`src/rtl/memory_access_sequencer_pkg.sv`:
```
// Shared types for the memory access sequencer: controller modes, sequencer
// states and funct3 constants.
// Optional feature macro: JZJCOREF_MEMSEQ_DEBUG_PORT_EN (no effect on this file).
package JZJCoreFTypes;

  typedef enum logic [1:0] {
    NOP           = 2'd0,
    LOAD          = 2'd1,
    STORE_PRELOAD = 2'd2,
    STORE         = 2'd3
  } MemoryMode_t;

  // The SEQ_ prefix keeps these names apart from the MemoryMode_t literals.
  typedef enum logic [2:0] {
    SEQ_IDLE      = 3'd0,
    SEQ_LOAD_ADDR = 3'd1,
    SEQ_LOAD_DATA = 3'd2,
    SEQ_PRELOAD   = 3'd3,
    SEQ_STORE     = 3'd4,
    SEQ_FAULT     = 3'd5
  } MemSeqState_t;

  localparam logic [2:0] FUNCT3_SW = 3'b010;

endpackage

```
`src/rtl/memory_access_sequencer_if.sv`:
```
// Request/response and memory-controller bundle of the memory access sequencer.
// The master side is the sequencer; the slave side is the core, the debug
// requester and the memory controller.
// Optional feature macro: JZJCOREF_MEMSEQ_DEBUG_PORT_EN adds the debug requester.
interface memory_access_sequencer_if;
  import JZJCoreFTypes::*;

  logic        coreReq;
  logic        coreIsStore;
  logic [2:0]  coreFunct3;
  logic        coreAck;
  logic        loadValid;
  MemoryMode_t memoryMode;
  logic [2:0]  funct3Out;
  logic        sourceSelect;
  logic        memoryUnalignedAccess;
  logic        memoryBadFunct3;
  logic        fault;
  logic [1:0]  faultCause;
`ifdef JZJCOREF_MEMSEQ_DEBUG_PORT_EN
  logic        dbgReq;
  logic        dbgIsStore;
  logic [2:0]  dbgFunct3;
  logic        dbgAck;

  modport master (
    input  coreReq, coreIsStore, coreFunct3, memoryUnalignedAccess, memoryBadFunct3,
    input  dbgReq, dbgIsStore, dbgFunct3,
    output coreAck, loadValid, memoryMode, funct3Out, sourceSelect, fault, faultCause,
    output dbgAck
  );

  modport slave (
    output coreReq, coreIsStore, coreFunct3, memoryUnalignedAccess, memoryBadFunct3,
    output dbgReq, dbgIsStore, dbgFunct3,
    input  coreAck, loadValid, memoryMode, funct3Out, sourceSelect, fault, faultCause,
    input  dbgAck
  );
`else
  modport master (
    input  coreReq, coreIsStore, coreFunct3, memoryUnalignedAccess, memoryBadFunct3,
    output coreAck, loadValid, memoryMode, funct3Out, sourceSelect, fault, faultCause
  );

  modport slave (
    output coreReq, coreIsStore, coreFunct3, memoryUnalignedAccess, memoryBadFunct3,
    input  coreAck, loadValid, memoryMode, funct3Out, sourceSelect, fault, faultCause
  );
`endif

endinterface

```
`src/rtl/memory_access_sequencer_arbiter.sv`:
```
// Round-robin arbiter between the core and the debug requester for the single
// memory-controller data port. Only exists when JZJCOREF_MEMSEQ_DEBUG_PORT_EN
// is defined.
`ifdef JZJCOREF_MEMSEQ_DEBUG_PORT_EN
module memory_request_arbiter (
  input  logic clock,
  input  logic reset,
  input  logic coreReq,
  input  logic dbgReq,
  input  logic grantEnable,
  output logic grantValid,
  output logic grantDbg
);

  // 1 = debug was granted last; resetting to debug lets the core win the first tie.
  logic lastGrant;

  assign grantValid = coreReq | dbgReq;
  assign grantDbg   = dbgReq & (~coreReq | ~lastGrant);

  // Remember the winner of every grant actually taken by the sequencer.
  always_ff @(posedge clock) begin
    if (reset) begin
      lastGrant <= 1'b1;
    end else if (grantEnable && grantValid) begin
      lastGrant <= grantDbg;
    end
  end

endmodule
`endif

```
`src/rtl/memory_access_sequencer.sv`:
```
// Sequences memoryMode/funct3 for the memory controller so that every load
// and store (stores always via a preload cycle) completes, and traps
// controller errors into a sticky fault.
// Optional feature macro: JZJCOREF_MEMSEQ_DEBUG_PORT_EN adds a debug requester
// and round-robin arbitration; without it the core is always granted.
//
// state         | meaning
// SEQ_IDLE      | memoryMode NOP, waiting for a grant
// SEQ_LOAD_ADDR | memoryMode LOAD, error flags checked
// SEQ_LOAD_DATA | memoryMode LOAD, loadValid and ack
// SEQ_PRELOAD   | memoryMode STORE_PRELOAD, error flags checked
// SEQ_STORE     | memoryMode STORE, write at end of cycle, ack
// SEQ_FAULT     | sticky fault, requests ignored until reset
module memory_access_sequencer (
  input logic clock,
  input logic reset,
  memory_access_sequencer_if.master bus
);
  import JZJCoreFTypes::*;

  MemSeqState_t state;
  MemoryMode_t  modeReg;
  logic [2:0]   funct3Reg;
  logic         srcReg;
  logic         ackReg;
  logic         loadValidReg;
  logic         faultReg;
  logic [1:0]   causeReg;

  logic         grantValid;
  logic         grantDbg;
  logic         reqIsStore;
  logic [2:0]   reqFunct3;
  logic         memError;

`ifdef JZJCOREF_MEMSEQ_DEBUG_PORT_EN
  memory_request_arbiter arbiter (
    .clock       (clock),
    .reset       (reset),
    .coreReq     (bus.coreReq),
    .dbgReq      (bus.dbgReq),
    .grantEnable (state == SEQ_IDLE),
    .grantValid  (grantValid),
    .grantDbg    (grantDbg)
  );

  assign reqIsStore = grantDbg ? bus.dbgIsStore : bus.coreIsStore;
  assign reqFunct3  = grantDbg ? bus.dbgFunct3  : bus.coreFunct3;
  assign bus.dbgAck = ackReg & srcReg & ~reset;
`else
  assign grantValid = bus.coreReq;
  assign grantDbg   = 1'b0;
  assign reqIsStore = bus.coreIsStore;
  assign reqFunct3  = bus.coreFunct3;
`endif

  assign memError = bus.memoryUnalignedAccess | bus.memoryBadFunct3;

  // Reset gates mode and strobes immediately so a reset during STORE blocks the write.
  assign bus.memoryMode   = reset ? NOP : modeReg;
  assign bus.coreAck      = ackReg & ~srcReg & ~reset;
  assign bus.loadValid    = loadValidReg & ~reset;
  assign bus.funct3Out    = funct3Reg;
  assign bus.sourceSelect = srcReg;
  assign bus.fault        = faultReg;
  assign bus.faultCause   = causeReg;

  // Sequencer FSM; outputs are registered alongside the state they belong to.
  always_ff @(posedge clock) begin
    if (reset) begin
      state        <= SEQ_IDLE;
      modeReg      <= NOP;
      funct3Reg    <= 3'b000;
      srcReg       <= 1'b0;
      ackReg       <= 1'b0;
      loadValidReg <= 1'b0;
      faultReg     <= 1'b0;
      causeReg     <= 2'b00;
    end else begin
      ackReg       <= 1'b0;
      loadValidReg <= 1'b0;
      case (state)
        SEQ_IDLE: begin
          modeReg <= NOP;
          if (grantValid) begin
            funct3Reg <= reqFunct3;
            srcReg    <= grantDbg;
            state     <= reqIsStore ? SEQ_PRELOAD : SEQ_LOAD_ADDR;
            modeReg   <= reqIsStore ? STORE_PRELOAD : LOAD;
          end
        end
        SEQ_LOAD_ADDR: begin
          if (memError) begin
            state    <= SEQ_FAULT;
            modeReg  <= NOP;
            faultReg <= 1'b1;
            causeReg <= {bus.memoryUnalignedAccess, bus.memoryBadFunct3};
          end else begin
            state        <= SEQ_LOAD_DATA;
            modeReg      <= LOAD;
            loadValidReg <= 1'b1;
            ackReg       <= 1'b1;
          end
        end
        SEQ_PRELOAD: begin
          if (memError) begin
            state    <= SEQ_FAULT;
            modeReg  <= NOP;
            faultReg <= 1'b1;
            causeReg <= {bus.memoryUnalignedAccess, bus.memoryBadFunct3};
          end else begin
            state   <= SEQ_STORE;
            modeReg <= STORE;
            ackReg  <= 1'b1;
          end
        end
        SEQ_LOAD_DATA, SEQ_STORE: begin
          state   <= SEQ_IDLE;
          modeReg <= NOP;
        end
        SEQ_FAULT: begin
          modeReg <= NOP;
        end
        default: begin
          state   <= SEQ_IDLE;
          modeReg <= NOP;
        end
      endcase
    end
  end

endmodule

```
`src/flat_wrapper.sv`:
```
// flat-port wrapper written by rule: the top's interface ports become plain ports
module memory_access_sequencer_flat import JZJCoreFTypes::*;
  (clock, reset, bus_coreReq, bus_coreIsStore, bus_coreFunct3, bus_memoryUnalignedAccess, bus_memoryBadFunct3, bus_coreAck, bus_loadValid, bus_memoryMode, bus_funct3Out, bus_sourceSelect, bus_fault, bus_faultCause);
  memory_access_sequencer_if bus_i ();
  input logic clock;
  input logic reset;
  input wire logic [$bits(bus_i.coreReq)-1:0] bus_coreReq;
  input wire logic [$bits(bus_i.coreIsStore)-1:0] bus_coreIsStore;
  input wire logic [$bits(bus_i.coreFunct3)-1:0] bus_coreFunct3;
  input wire logic [$bits(bus_i.memoryUnalignedAccess)-1:0] bus_memoryUnalignedAccess;
  input wire logic [$bits(bus_i.memoryBadFunct3)-1:0] bus_memoryBadFunct3;
  output wire logic [$bits(bus_i.coreAck)-1:0] bus_coreAck;
  output wire logic [$bits(bus_i.loadValid)-1:0] bus_loadValid;
  output wire logic [$bits(bus_i.memoryMode)-1:0] bus_memoryMode;
  output wire logic [$bits(bus_i.funct3Out)-1:0] bus_funct3Out;
  output wire logic [$bits(bus_i.sourceSelect)-1:0] bus_sourceSelect;
  output wire logic [$bits(bus_i.fault)-1:0] bus_fault;
  output wire logic [$bits(bus_i.faultCause)-1:0] bus_faultCause;
  assign bus_i.coreReq = bus_coreReq;
  assign bus_i.coreIsStore = bus_coreIsStore;
  assign bus_i.coreFunct3 = bus_coreFunct3;
  assign bus_i.memoryUnalignedAccess = bus_memoryUnalignedAccess;
  assign bus_i.memoryBadFunct3 = bus_memoryBadFunct3;
  assign bus_coreAck = bus_i.coreAck;
  assign bus_loadValid = bus_i.loadValid;
  assign bus_memoryMode = bus_i.memoryMode;
  assign bus_funct3Out = bus_i.funct3Out;
  assign bus_sourceSelect = bus_i.sourceSelect;
  assign bus_fault = bus_i.fault;
  assign bus_faultCause = bus_i.faultCause;
  memory_access_sequencer u_core (.clock(clock), .reset(reset), .bus(bus_i));
endmodule
```
`config.mk`:
```
export PLATFORM = sky130hd
export DESIGN_NAME = memory_access_sequencer_flat
export DESIGN_NICKNAME = d
export VERILOG_FILES = /design/src/rtl/memory_access_sequencer_pkg.sv /design/src/rtl/memory_access_sequencer_if.sv /design/src/rtl/memory_access_sequencer_arbiter.sv /design/src/rtl/memory_access_sequencer.sv /design/src/flat_wrapper.sv
export SDC_FILE = /design/constraint.sdc
export NUM_CORES = 1
export LEC_CHECK = 0
export CAP_MARGIN = 20
export CORE_MARGIN = 5
export CORE_UTILIZATION = 30
export DETAILED_ROUTE_END_ITERATION = 10
export PLACE_DENSITY = 0.61
export RECOVER_POWER = 50
export SETUP_SLACK_MARGIN = 0.5
export SLEW_MARGIN = 15
export SYNTH_ARGS = -nofsm -noshare
export SYNTH_HDL_FRONTEND = slang
export SYNTH_HIERARCHICAL = 1
export SYNTH_SLANG_ARGS = --single-unit
```
`constraint.sdc`:
```
create_clock -name clock -period 1.8 [get_ports clock]
set_input_delay 0.54 -clock clock [delete_from_list [all_inputs] [get_ports clock]]
set_output_delay 0.54 -clock clock [all_outputs]
set_load 0.05 [all_outputs]
```
==> report_table.html <==
<table>
<tr><th>Metric</th><th>Value</th></tr>
<tr><th colspan="2">Status</th></tr>
<tr><td>Status</td><td>finished, final reports clean</td></tr>
<tr><th colspan="2">Power</th></tr>
<tr><td>Maximum resistive drop on vdd</td><td>0.459 mV</td></tr>
<tr><td>Overall power of the completed layout</td><td>750 uW</td></tr>
<tr><td>Leak pwr</td><td>approximately 0.37 nW</td></tr>
<tr><td>Cell area power density</td><td>784 nW/um^2</td></tr>
<tr><th colspan="2">Worst setup path</th></tr>
<tr><td>Crit. End Element</td><td>output port</td></tr>
<tr><td>Crit path to</td><td>bus_memoryMode[1]</td></tr>
<tr><td>Register-to-register setup slack</td><td>0.36 ns</td></tr>
<tr><td>Endpoint of the worst-slack reg-to-reg timing path</td><td>u_core/state[1]</td></tr>
<tr><td>Data required, critical path</td><td>1.26 ns</td></tr>
<tr><td>Worst Path Max Fanout</td><td>2</td></tr>
<tr><td>Logic depth of the worst register-to-register path</td><td>3</td></tr>
<tr><td>Data arrival, critical path</td><td>roughly 1.0 ns</td></tr>
<tr><td>Startpoint Class</td><td>input pin</td></tr>
<tr><td>WS Path Type</td><td>input pin to output port</td></tr>
<tr><td>Start point of the critical path</td><td>reset</td></tr>
<tr><td>Startpoint of the lowest-slack register-to-register path</td><td>u_core/state[0]</td></tr>
<tr><th colspan="2">Timing</th></tr>
<tr><td>Clk_skew</td><td>0.00456 ns</td></tr>
<tr><td>Shortest period the worst path allows</td><td>1.56 ns</td></tr>
<tr><td>Endpoints failing hold</td><td>0</td></tr>
<tr><td>Post-route fraction of the period consumed by the critical path</td><td>86.6%</td></tr>
<tr><td>Summed negative setup slack over all endpoints</td><td>0 ns</td></tr>
<tr><td>Count of final max-slew check failures</td><td>0</td></tr>
<tr><td>Unrepaired setup endpoints after global routing</td><td>yes</td></tr>
<tr><td>Endpoints failing setup</td><td>0</td></tr>
<tr><td>Max Clock Freq</td><td>642 MHz</td></tr>
<tr><th colspan="2">Yosys</th></tr>
<tr><td>Net Count, Synth</td><td>67</td></tr>
<tr><td>Mean area per synthesized cell</td><td>9.69 sq um</td></tr>
<tr><td>Biggest area consumer among synthesized cells</td><td>sky130_fd_sc_hd__dfxtp_1</td></tr>
<tr><td>Area share of xor/xnor cells in the synthesized design</td><td>0%</td></tr>
<tr><td>Synth Cell Area</td><td>roughly 560 sq um</td></tr>
<tr><td>Seq cells post-synth</td><td>13</td></tr>
<tr><td>Yosys warning count</td><td>6</td></tr>
<tr><td>Ranking of synthesized cells by area</td><td>sky130_fd_sc_hd__dfxtp_1, sky130_fd_sc_hd__nor2b_1, sky130_fd_sc_hd__mux2i_1</td></tr>
<tr><td>Post-synthesis instance total</td><td>a little under 60</td></tr>
<tr><td>Synth cell types</td><td>25</td></tr>
<tr><td>Simple-gate share of the synthesized area</td><td>roughly 28%</td></tr>
<tr><td>Proportion of synthesized area in mux cells</td><td>around 5.3%</td></tr>
<tr><td>Dominant combinational cell family by area after synthesis</td><td>simple AND/OR/NAND/NOR gates</td></tr>
<tr><td>Sequential-to-total area share from yosys stat</td><td>about 46%</td></tr>
<tr><td>Share of the synthesized area in compound gates (AO/OA/AOI/OAI)</td><td>12.0%</td></tr>
<tr><td>Post-synthesis share of cell area spent on full adders, half adders and majority gates</td><td>0%</td></tr>
<tr><td>Top cell type's share of synthesized area</td><td>around 46%</td></tr>
<tr><th colspan="2">Run</th></tr>
<tr><td>Max-cap violation count</td><td>0</td></tr>
<tr><th colspan="2">CTS</th></tr>
<tr><td>CTS Root Buffer Type</td><td>sky130_fd_sc_hd__clkbuf_4</td></tr>
<tr><td>Insertion delay of the later-clocked pin in the worst-skew pair</td><td>0.28 ns</td></tr>
<tr><td>Number of sinks driven by the clock tree</td><td>13</td></tr>
<tr><td>Number of H-tree branching levels</td><td>1</td></tr>
<tr><td>Clock-pin slew on the worst setup and hold paths</td><td>roughly 0.08 ns</td></tr>
<tr><td>Number of buffers inserted during clock tree synthesis</td><td>3</td></tr>
<tr><td>Worst-case clock buffer depth</td><td>2</td></tr>
<tr><td>CTS tree</td><td>built</td></tr>
<tr><td>Number of buffers inserted for hold repair after clock tree synthesis</td><td>0</td></tr>
<tr><th colspan="2">Detailed routing</th></tr>
<tr><td>WL per Instance</td><td>11.5 microns</td></tr>
<tr><td>Vias</td><td>508</td></tr>
<tr><td>Wire length reported by the detailed router</td><td>1290 microns</td></tr>
<tr><td>DRC</td><td>0</td></tr>
<tr><td>Via density per instance</td><td>between 4 and 5</td></tr>
<tr><td>Number of search-and-repair iterations in the first detailed-routing pass</td><td>2</td></tr>
<tr><td>Starting DRC count in detailed routing</td><td>2</td></tr>
<tr><td>Remaining number of nets flagged by the antenna check after routing</td><td>0</td></tr>
<tr><th colspan="2">Global routing</th></tr>
<tr><td>Largest net degree at the start of global routing</td><td>11</td></tr>
<tr><td>Total grt overflow</td><td>0</td></tr>
<tr><td>Antenna violations before repair</td><td>0</td></tr>
<tr><td>Total track usage</td><td>11.5%</td></tr>
<tr><td>Wire length of the first global-routing pass</td><td>2220 microns</td></tr>
<tr><td>Number of global-route vias before repair</td><td>about 520</td></tr>
<tr><th colspan="2">Final layout</th></tr>
<tr><td>Fraction of final layout cells sized beyond drive strength 1</td><td>43.7%</td></tr>
<tr><td>Nets</td><td>97</td></tr>
<tr><td>Commonest cells after routing, fill and taps aside</td><td>sky130_fd_sc_hd__buf_8, sky130_fd_sc_hd__dfxtp_1, sky130_fd_sc_hd__dfxtp_2, sky130_fd_sc_hd__buf_4, sky130_fd_sc_hd__nor2_1</td></tr>
<tr><td>Inserted Diodes</td><td>0</td></tr>
<tr><td>Area growth syn-to-layout</td><td>70.4%</td></tr>
<tr><td>Number of inserted filler cells in the final layout</td><td>169</td></tr>
<tr><th colspan="2">Worst hold path</th></tr>
<tr><td>Type of the tightest min-delay check</td><td>flip-flop to flip-flop</td></tr>
<tr><th colspan="2">Placed design</th></tr>
<tr><td>Port buffer count</td><td>18</td></tr>
<tr><td>Detailed placer's ending HPWL</td><td>903 microns</td></tr>
<tr><td>Routability-driven placement congestion ratio</td><td>just under 0.7</td></tr>
<tr><th colspan="2">Die</th></tr>
<tr><td>Core Area</td><td>1750 sq um</td></tr>
<tr><td>Effective utilization at floorplan</td><td>32.2%</td></tr>
<tr><td>Ports</td><td>20</td></tr>
<tr><td>Placement row count</td><td>15</td></tr>
<tr><td>Area enclosed by the die boundary</td><td>2840 sq um</td></tr>
<tr><td>Die Y</td><td>roughly 53 microns</td></tr>
<tr><td>Chip Width</td><td>53.3 microns</td></tr>
</table>
==> critical path, stage by stage <==
cell                      delay, ns
sky130_fd_sc_hd__buf_8         0.10
sky130_fd_sc_hd__buf_6         0.11
sky130_fd_sc_hd__nor2b_4       0.12
sky130_fd_sc_hd__buf_12        0.14
==> layout make-up <==
| class | count | area, sq um | area share (%) |
|---|---|---|---|
| repair buffers | 30 | 330 | 34.5 |
| inverters | 3 | 11.3 | 1.18 |
| flip-flops and latches | 13 | 268 | 28.0 |
| well taps | 25 | 31.3 | 3.27 |
| multi-input cells | 37 | 290 | 30.3 |
| clock buffers | 4 | 26.3 | 2.75 |
==> synth_stat cells <==
cell and number:
sky130_fd_sc_hd__or3_1 1, sky130_fd_sc_hd__a2111oi_0 1, sky130_fd_sc_hd__nor3_1 2, sky130_fd_sc_hd__buf_6 1, sky130_fd_sc_hd__inv_1 3, sky130_fd_sc_hd__nor4_1 2
sky130_fd_sc_hd__buf_4 1, sky130_fd_sc_hd__nor3b_2 1, sky130_fd_sc_hd__mux2i_1 3, sky130_fd_sc_hd__conb_1 1, sky130_fd_sc_hd__nor4b_4 1, sky130_fd_sc_hd__nand2_1 2
sky130_fd_sc_hd__nand3b_1 2, sky130_fd_sc_hd__a21boi_0 1, sky130_fd_sc_hd__or4b_4 1, sky130_fd_sc_hd__a2bb2oi_1 2, sky130_fd_sc_hd__nor2_1 5, sky130_fd_sc_hd__buf_2 1
sky130_fd_sc_hd__a211oi_1 1, sky130_fd_sc_hd__a31oi_1 1, sky130_fd_sc_hd__nor2b_1 5, sky130_fd_sc_hd__clkbuf_1 2, sky130_fd_sc_hd__a21oi_1 4, sky130_fd_sc_hd__nand2b_1 1
sky130_fd_sc_hd__dfxtp_1 13
==> cells by family (layout without fill, tap and decap cells) <==
kind of cell	Yosys count	count (layout)
simple gates	23	23
flops	13	13
compound gates	10	10
buf+inv	8	37
mux	3	3
other cells	1	1
==> routing by layer <==
metal,track usage (%),wire [microns]
met5,0,0
met4,8.94,34
met3,4.79,67
met1,11.6,551
met2,18.4,636
==> registers in the layout (all words and copies together), names as in the netlist <==
| signal | cells |
|---|---|
| u_core/ackReg | 1 |
| u_core/bus.fault | 1 |
| u_core/bus.faultCause | 2 |
| u_core/bus.funct3Out | 3 |
| u_core/loadValidReg | 1 |
| u_core/modeReg | 2 |
| u_core/state | 3 |
==> stage by stage <==
stage	std cells	worst slack [ns]	utilization, %	instance area, sq um	hold slack, ns
floorplan	58	0.297	-	619	0.522
global placement	103	-0.125	49.0	856	0.440
detailed placement	103	-0.153	49.0	856	0.444
CTS	111	0.232	55.0	960	0.462
global route	112	0.218	54.8	957	0.502
finish	112	0.241	54.8	957	0.470
==> worst min-delay path by stage <==
stage,from,endpoint,slack [ns],depth (start not counted)
2_1_floorplan,u_core/state[2],u_core/ackReg,0.52,2
3_3_place_gp,u_core/bus.fault,u_core/bus.fault,0.44,2
3_5_place_dp,u_core/bus.fault,u_core/bus.fault,0.44,2
4_1_cts,u_core/bus.fault,u_core/bus.fault,0.46,2
5_1_grt,u_core/bus.faultCause[0],u_core/bus.faultCause[0],0.50,2
6_report,u_core/bus.faultCause[0],u_core/bus.faultCause[0],0.47,2
==> power by group <==
part	total (mW)	internal, mW	switching [mW]
clock network	0.187	0.0860	0.101
registers	0.337	0.312	0.0246
logic	0.226	0.114	0.112
==> repair_timing <==
item,in CTS,in global routing
setup endpoints to repair,21,16
hold endpoints to repair,0,0
pin swaps,3,5
setup buffers,4,1
gates resized for setup,36,6
No activity file was read; power rests on OpenSTA's default activity.
